<file path="src/rtl/mouse_shot_ctrl.sv">
// Cursor clamp and left-click shot issuer with valid/ready handoff and post-shot cooldown.
// Optional build macro MOUSE_SHOT_DROP_CNT_EN adds a saturating count of dropped presses.
module mouse_shot_ctrl #(
  parameter int H_MAX        = 1023,
  parameter int V_MAX        = 767,
  parameter int COOLDOWN_CYC = 16
) (
  input  logic        clk,
  input  logic        rst_n,
  input  logic [11:0] xpos_in,
  input  logic [11:0] ypos_in,
  input  logic        left_in,
  output logic [11:0] cursor_x,
  output logic [11:0] cursor_y,
  output logic        shot_valid,
  input  logic        shot_ready,
  output logic [11:0] shot_x,
  output logic [11:0] shot_y,
`ifdef MOUSE_SHOT_DROP_CNT_EN
  output logic [7:0]  shot_drop_cnt,
`endif
  output logic        busy
);

  localparam logic [11:0] H_LIM = 12'(H_MAX);
  localparam logic [11:0] V_LIM = 12'(V_MAX);
  localparam int          CNT_W = (COOLDOWN_CYC > 1) ? $clog2(COOLDOWN_CYC) : 1;
  localparam logic [CNT_W-1:0] CNT_INIT = (COOLDOWN_CYC == 0) ? '0 : CNT_W'(COOLDOWN_CYC - 1);

  typedef enum logic [1:0] {IDLE, ISSUE, COOLDOWN} state_t;

  function automatic logic [11:0] clamp12(input logic [11:0] v, input logic [11:0] lim);
    return (v > lim) ? lim : v;
  endfunction

  state_t           r_state, w_state_nxt;
  logic [CNT_W-1:0] r_cnt;
  logic             r_left_q;
  logic [11:0]      r_cursor_x, r_cursor_y, r_shot_x, r_shot_y;
  logic [11:0]      w_cx, w_cy;
  logic             w_press;

  assign w_cx    = clamp12(xpos_in, H_LIM);
  assign w_cy    = clamp12(ypos_in, V_LIM);
  assign w_press = left_in & ~r_left_q;

  always_comb begin
    w_state_nxt = r_state;
    unique case (r_state)
      IDLE:     if (w_press) w_state_nxt = ISSUE;
      ISSUE:    if (shot_ready) w_state_nxt = (COOLDOWN_CYC == 0) ? IDLE : COOLDOWN;
      COOLDOWN: if (r_cnt == '0) w_state_nxt = IDLE;
      default:  w_state_nxt = IDLE;
    endcase
  end

  // left_q resets high so a button held through reset release is not seen as a press
  always_ff @(posedge clk or negedge rst_n) begin
    if (!rst_n) begin
      r_state    <= IDLE;
      r_cnt      <= '0;
      r_left_q   <= 1'b1;
      r_cursor_x <= '0;
      r_cursor_y <= '0;
      r_shot_x   <= '0;
      r_shot_y   <= '0;
    end else begin
      r_state    <= w_state_nxt;
      r_left_q   <= left_in;
      r_cursor_x <= w_cx;
      r_cursor_y <= w_cy;
      if (r_state == IDLE && w_press) begin
        r_shot_x <= w_cx;
        r_shot_y <= w_cy;
      end
      if (r_state == ISSUE && shot_ready)
        r_cnt <= CNT_INIT;
      else if (r_state == COOLDOWN && r_cnt != '0)
        r_cnt <= r_cnt - 1'b1;
    end
  end

`ifdef MOUSE_SHOT_DROP_CNT_EN
  logic [7:0] r_drop_cnt;
  logic       w_drop;

  assign w_drop = w_press && (r_state != IDLE);

  always_ff @(posedge clk or negedge rst_n) begin
    if (!rst_n)
      r_drop_cnt <= '0;
    else if (w_drop && r_drop_cnt != 8'hFF)
      r_drop_cnt <= r_drop_cnt + 8'd1;
  end

  assign shot_drop_cnt = r_drop_cnt;
`endif

  // shot_valid derives from state so asynchronous reset drops it without a clock edge
  assign shot_valid = (r_state == ISSUE);
  assign busy       = (r_state != IDLE);
  assign cursor_x   = r_cursor_x;
  assign cursor_y   = r_cursor_y;
  assign shot_x     = r_shot_x;
  assign shot_y     = r_shot_y;

endmodule

</file>
<file path="config.mk">
export PLATFORM = sky130hd
export DESIGN_NAME = mouse_shot_ctrl
export DESIGN_NICKNAME = d
export VERILOG_FILES = /design/src/rtl/mouse_shot_ctrl.sv
export SDC_FILE = /design/constraint.sdc
export NUM_CORES = 1
export LEC_CHECK = 0
export CAP_MARGIN = 10
export CELL_PAD_IN_SITES_DETAIL_PLACEMENT = 1
export CELL_PAD_IN_SITES_GLOBAL_PLACEMENT = 1
export CORE_MARGIN = 2
export CORE_UTILIZATION = 33
export CTS_CLUSTER_DIAMETER = 100
export CTS_CLUSTER_SIZE = 30
export DETAILED_ROUTE_END_ITERATION = 16
export GPL_TIMING_DRIVEN = 0
export PLACE_DENSITY_LB_ADDON = 0.1
export RECOVER_POWER = 25
export SLEW_MARGIN = 25
export SYNTH_ARGS = -nofsm -noshare
export SYNTH_HDL_FRONTEND = slang
export SYNTH_SLANG_ARGS = --single-unit
</file>
<file path="constraint.sdc">
create_clock -name clk -period 2.15 [get_ports clk]
set_clock_uncertainty 0.05 [all_clocks]
set_input_delay 0.43 -clock clk [delete_from_list [all_inputs] [get_ports clk]]
set_output_delay 0.43 -clock clk [all_outputs]
set_load 0.05 [all_outputs]
</file>
==> metrics, run 1 <==
outcome complete, no violations; endpoints failing setup 0; Starting Density roughly a third; Synth area leaders dfrtp_1, mux2_2, or3_1, nand2b_1, nor2b_1; Yosys top cell by area dfrtp_1; worst path cell trace dlygate4sd3_1 > nor4b_4 > buf_6 > mux2_2; DR WL/cell between 10 and 15 um; Least-Margin Pin Slew 1.33 ns; period utilization about 94%; syn_area_per_cell between 10 and 15 sq um; drt pass-1 iters 4; reg-to-reg startpoint r_state[0]; clock-pin transition on the worst setup and hold timing paths around 0.09 ns; register-to-register setup slack ~0.24 ns; PortBufs 77; hold_ws 0.367 ns; vias per cell approximately 4.5; diode count 0; MaxCap Viol Count 0; #FFs+latches synth 55; Die Wd between 80 and 90 um; fin cells between 200 and 300; share of cells above drive strength 1 roughly 16%; initial drt markers 71; synthesized area between 1500 and 2000 sq um; final core utilization around half; Crit path largest cell delay between 0.5 and 0.6 ns; GRT Overall Usage ~15%; Worst slew margin a little under an eighth; post-synthesis sequential area ratio a little over two thirds; fmax roughly 0.49 GHz; number of global-route vias before repair about 1500; Std-Cell Rows 28; CTS Buf Count 5; dpl cells 289; Setup CP Type primary input to register; most common cell after layout, fill and taps aside clkdlybuf4s50_1; RSZ-0062 raised after global routing false; GPL Wtd Cong roughly 0.66; crit path DAT about 2.2 ns; peak supply drop between 0.5 and 0.6 mV; Worst setup EP type register; worst setup margin around 0.12 ns; leakage between 1 and 1.5 nW; cells after synthesis 134; CTS Sinks 55; DRC Markers 0; R2R cell count 3; HP Class primary input to async pin; Ys Warns 0; Crit. Startpoint left_in; core footprint around 5900 sq um; first-pass GRT wire length around 7200 um; Cell Pwr Density about 1100 nW/um^2; fin area between 2000 and 3000 sq um; startpoint type of the worst setup path primary input; commonest cells after routing, fill and taps aside clkdlybuf4s50_1, dfrtp_1, mux2_2, or3_1, nand2b_1; HPWL Detailed roughly 3200 um; Placed Area about 2900 sq um; DRT antenna net count 0; Unique masters post-synth 26; crit-path max FO 10; CTS tree built; CTS Hold Buffers Added 0; Clock Path Buffers 2; die area about 6600 sq um; largest net degree at the start of global routing 56; Final Slew Violations 0; initial antenna violation count 0; layout overhead on the synthesized area 48.7%; Die H slightly above 80 um; Congestion Overflow GR 0; Critical Path Sink shot_x[6]; CP max stage cell nor4b_4; drt total wl roughly 4300 um; H-tree level count 2; root buffer selected by CTS clkbuf_8; Period minus WS final 2.03 ns; total power ~3.2 mW; Skew-Pair Late Insertion Delay about 0.29 ns; post-synth top area share about 70%; Vias ~1300; final net count 250; Post-Place Setup Slack -0.150 ns; Critical Path RT around 2.3 ns; worst reg2reg path endpoint shot_x[6]; Post-CTS Setup Inserts 0; I/O pin cnt slightly below 80; Hold Fails Final Rpt 0; post-route setup TNS 0 ns
==> how the worst min path moves through the flow <==
stage / to / slack (ns) / depth (start not counted)
after floorplan: cursor_x[0] / 0.08 / 0
after global placement: shot_y[11] / 0.44 / 1
after detailed placement: shot_x[11] / 0.44 / 1
after CTS: cursor_y[4] / 0.13 / 1
after global routing: cursor_y[4] / 0.46 / 1
final: cursor_y[4] / 0.37 / 1
==> worst max-delay path, delay by kind of cell <==
| family | cells | cell delay (ns) |
|---|---|---|
| AND/OR/NAND/NOR | 1 | 0.57 |
| multiplexers | 1 | 0.35 |
| buffers and inverters | 2 | 0.80 |
==> power breakdown <==
group | switching (mW) | total [mW] | internal [mW]
Combinational | 0.759 | 1.22 | 0.456
Sequential | 0.126 | 1.34 | 1.21
Clock | 0.304 | 0.598 | 0.294
==> routing by layer <==
metal	vias to the layer above	track usage, %	share of wire [%]
met5	-	0	0
met4	0	6.27	2.0
met3	7	5.71	9.0
met2	51	23.9	51
met1	660	17.1	39
li1	628	-	-
==> registers in the layout, indices dropped and copies added (netlist names) <==
signal,cells
r_cnt,4
r_state,2
shot_y,12
r_left_q,1
cursor_y,12
cursor_x,12
shot_x,12
==> area by class of cell <==
type,count,area [sq um]
fill,611,2910
multi-input combinational,76,577
timing repair buffer,77,759
buffer,2,22.5
sequential,55,1380
clock buffer,8,100
tap,75,93.8
inverter,4,15.0
==> repair_timing <==
action / in CTS / in global routing
resized for setup: 3 / 1
setup endpoints to repair: 2 / 1
cloned: 0 / 0
==> cells in the mapped netlist <==
| library cell | number |
|---|---|
| ha_1 | 1 |
| or3_1 | 10 |
| nand3_1 | 1 |
| nor2b_1 | 6 |
| dfrtp_1 | 54 |
| conb_1 | 1 |
| o21ai_0 | 3 |
| nor4b_4 | 1 |
| nor3_1 | 3 |
| or2_2 | 2 |
| nor4b_1 | 1 |
| nor2_1 | 1 |
| mux2i_1 | 1 |
| a21o_1 | 1 |
| a211oi_2 | 1 |
| nor3b_1 | 1 |
| or4b_2 | 1 |
| nand2b_1 | 9 |
| inv_1 | 4 |
| mux2_2 | 19 |
| nand2_1 | 5 |
| dfstp_2 | 1 |
| buf_6 | 2 |
| a21oi_1 | 3 |
| o211ai_1 | 1 |
| and2_1 | 1 |
==> cells by family (layout without fill, tap and decap cells) <==
group,count (synthesis),after routing,synth area share [%]
AOI/OAI and AO/OA,9,9,2.91
adders and majority gates,1,1,0.632
buffers and inverters,6,91,1.89
DFF,55,55,69.6
muxes,20,20,11.3
other,1,4,0.189
and+or+nand+nor,42,42,13.5
No activity file was read; power rests on OpenSTA's default activity.
==> run 2: changes to the inputs <==
--- a/config.mk
+++ b/config.mk
@@ -8,7 +8,6 @@
 export CAP_MARGIN = 10
 export CELL_PAD_IN_SITES_DETAIL_PLACEMENT = 1
 export CELL_PAD_IN_SITES_GLOBAL_PLACEMENT = 1
-export CORE_MARGIN = 2
 export CORE_UTILIZATION = 33
 export CTS_CLUSTER_DIAMETER = 100
 export CTS_CLUSTER_SIZE = 30
@@ -16,6 +15,7 @@
 export GPL_TIMING_DRIVEN = 0
 export PLACE_DENSITY_LB_ADDON = 0.1
 export RECOVER_POWER = 25
+export SETUP_SLACK_MARGIN = 0.02
 export SLEW_MARGIN = 25
 export SYNTH_ARGS = -nofsm -noshare
 export SYNTH_HDL_FRONTEND = slang
==> run 2 against run 1 <==
Final area is essentially flat. Die area shrank 4.8%. Sequential share of layout area is essentially flat. Via count grew 1.9%. Count of clock-buffer cells in the layout is the same. Global-route usage grew 0.77 points. Fmax grew 1.0%. Critical path type is now register to output port. Largest cell class unchanged.
==> metrics, run 2 (synthesis gave the netlist of run 1 again) <==
GPL Wtd Cong 0.715 (was 0.660); Comb power frac 38.7% (was 38.6%); CTS Hold Buffers Added 0 (unchanged); DRC Markers 0 (unchanged); endpoints failing setup 0 (unchanged); PortBufs 77 (unchanged); Die H 79.5 um (was 81.5 um); DR WL/cell 14.8 um (was 14.5 um); root buffer selected by CTS clkbuf_8 (unchanged); Cell Pwr Density 1070 nW/um^2 (about the same); final net count 250 (unchanged); core footprint 5640 sq um (was 5850 sq um); sw frac 37.9% (was 37.7%); first-pass GRT wire length 7340 um (was 7180 um); Hold Fails Final Rpt 0 (unchanged); post-route setup TNS 0 ns (unchanged); layout overhead on the synthesized area 48.8% (was 48.7%); die area 6320 sq um (was 6640 sq um); outcome complete, no violations (unchanged); MaxCap Viol Count 0 (unchanged); CTS tree built (unchanged); crit-path max FO 8 (was 10); most common cell after layout, fill and taps aside clkdlybuf4s50_1 (unchanged); Crit path largest cell delay 0.50 ns (was 0.57 ns); fmax 0.498 GHz (was 0.493 GHz); drt total wl 4350 um (was 4300 um); R2R cell count 3 (unchanged); hold_ws 0.364 ns (was 0.367 ns); Setup CP Type register to output port (was primary input to register); commonest cells after routing, fill and taps aside clkdlybuf4s50_1, dfrtp_1, mux2_2, or3_1, nand2b_1 (unchanged); Clock Power Share 19.0% (about the same); RSZ-0062 raised after global routing false (unchanged); H-tree level count 2 (unchanged); leakage 1.14 nW (about the same); I/O pin cnt 78 (unchanged); peak supply drop 0.440 mV (was 0.541 mV); HPWL Detailed 3110 um (was 3210 um); FILL cells 567 (was 611); Final Slew Violations 0 (unchanged); worst path cell trace nor2b_1 > clkdlybuf4s15_2 (was dlygate4sd3_1 > nor4b_4 > buf_6 > mux2_2); drt pass-1 iters 3 (was 4); Starting Density 35.1% (was 33.9%); largest net degree at the start of global routing 56 (unchanged); vias per cell 4.67 (was 4.53); Die Wd 79.5 um (was 81.5 um); Psw 1.20 mW (was 1.19 mW); Critical Path RT 1.67 ns (was 2.28 ns); Skew-Pair Late Insertion Delay 0.30 ns (was 0.29 ns); crit path DAT 1.53 ns (was 2.16 ns); period utilization 93.3% (was 94.3%); Vias 1372 (was 1346); initial drt markers 42 (was 71); Congestion Overflow GR 0 (unchanged); diode count 0 (unchanged); startpoint type of the worst setup path register (was primary input); Period minus WS final 2.01 ns (was 2.03 ns); DRT antenna net count 0 (unchanged); Worst slew margin 12.0% (was 11.5%); Clock Path Buffers 2 (unchanged); share of cells above drive strength 1 16.2% (unchanged); CTS Sinks 55 (unchanged); GRT Overall Usage 15.4% (was 14.6%); Worst setup EP type output port (was register); Least-Margin Pin Slew 1.32 ns (was 1.33 ns); initial antenna violation count 0 (unchanged); clock-pin transition on the worst setup and hold timing paths 0.09 ns (about the same); CTS Buf Count 5 (unchanged); Cell Int Power 1.97 mW (was 1.96 mW); number of global-route vias before repair 1518 (was 1509); Std-Cell Rows 27 (was 28); HP Class primary input to async pin (unchanged); CP max stage cell dfrtp_1 (was nor4b_4); Seq pwr share 42.2% (was 42.4%)
-- run 2: cell types whose count changed in the layout (fill, tap and decap cells not counted), sizes merged --
cell / previous run / this run
clkbuf: 10 / 9
clkdlybuf4s15: 0 / 1
-- run 2: final timing paths --
path                                  from          end  slack (ns)
worst max-delay path            r_state[0]   shot_valid        0.14
worst min-delay path                 rst_n    shot_x[5]        0.36
worst max register to register  r_state[0]    shot_y[7]        0.28
worst min register to register  shot_x[10]   shot_x[10]        0.46
max in group asynchronous            rst_n  cursor_x[9]        0.90
min in group clk                shot_x[10]   shot_x[10]        0.46
-- run 2: metrics by stage --
| stage | std cells | instance area (sq um) | util [%] | setup WS [ns] | power, mW |
|---|---|---|---|---|---|
| after floorplan | 137 | 1990 | - | 0.402 | 2.14 |
| after global placement | 286 | 2850 | 50.6 | -0.947 | 2.56 |
| after detailed placement | 286 | 2850 | 50.5 | -0.109 | 2.61 |
| after CTS | 294 | 2950 | 52.3 | 0.135 | 3.21 |
| after global routing | 294 | 2950 | 52.3 | 0.0444 | 3.33 |
| final | 294 | 2950 | 52.3 | 0.143 | 3.17 |
-- run 2: power by group through the flow --
stage,clock network (mW),registers [mW],logic [mW]
after CTS,0.624,1.34,1.24
after detailed placement,0,1.36,1.25
after global placement,0,1.34,1.22
final,0.603,1.34,1.23
after global routing,0.667,1.37,1.30
after floorplan,0,1.79,0.351
-- run 2: layout make-up --
class / count / area [sq um] / share of cell area [%]
clock buffer: 8 / 100 / 3.40
buffer: 2 / 22.5 / 0.764
tap: 72 / 90.1 / 3.06
timing repair buffer: 77 / 766 / 26.0
multi-input combinational: 76 / 577 / 19.6
inverter: 4 / 15.0 / 0.509
sequential: 55 / 1380 / 46.7
-- run 2: what timing repair did --
| action | CTS | global route |
|---|---|---|
| gates resized for setup | 4 | 0 |
| endpoints found under the hold margin | 0 | 0 |
| endpoints found under the setup margin | 2 | 0 |
| buffers inserted | 0 | 0 |
-- run 2: metal layers --
metal	track usage [%]	wire length [um]	up-vias	share of wire (%)
met5	0	0	-	0
met4	7.27	115	0	2.6
met3	6.29	407	11	9.4
met2	25.5	2120	61	49
met1	17.1	1710	680	39
li1	-	-	620	-
-- run 2: critical path, delay by kind of cell (launching register included) --
| kind | cells | cell delay (ns) |
|---|---|---|
| AND/OR/NAND/NOR | 1 | 0.31 |
| flip-flops | 1 | 0.50 |
| buffers and inverters | 1 | 0.42 |
==> run 3: changes to the inputs <==
--- a/config.mk
+++ b/config.mk
@@ -12,6 +12,7 @@
 export CTS_CLUSTER_DIAMETER = 100
 export CTS_CLUSTER_SIZE = 30
 export DETAILED_ROUTE_END_ITERATION = 16
+export GPL_ROUTABILITY_DRIVEN = 0
 export GPL_TIMING_DRIVEN = 0
 export PLACE_DENSITY_LB_ADDON = 0.1
 export RECOVER_POWER = 25
==> results of run 3 <==
Same layout as run 2: the final DEF is identical, and so are final timing and power.
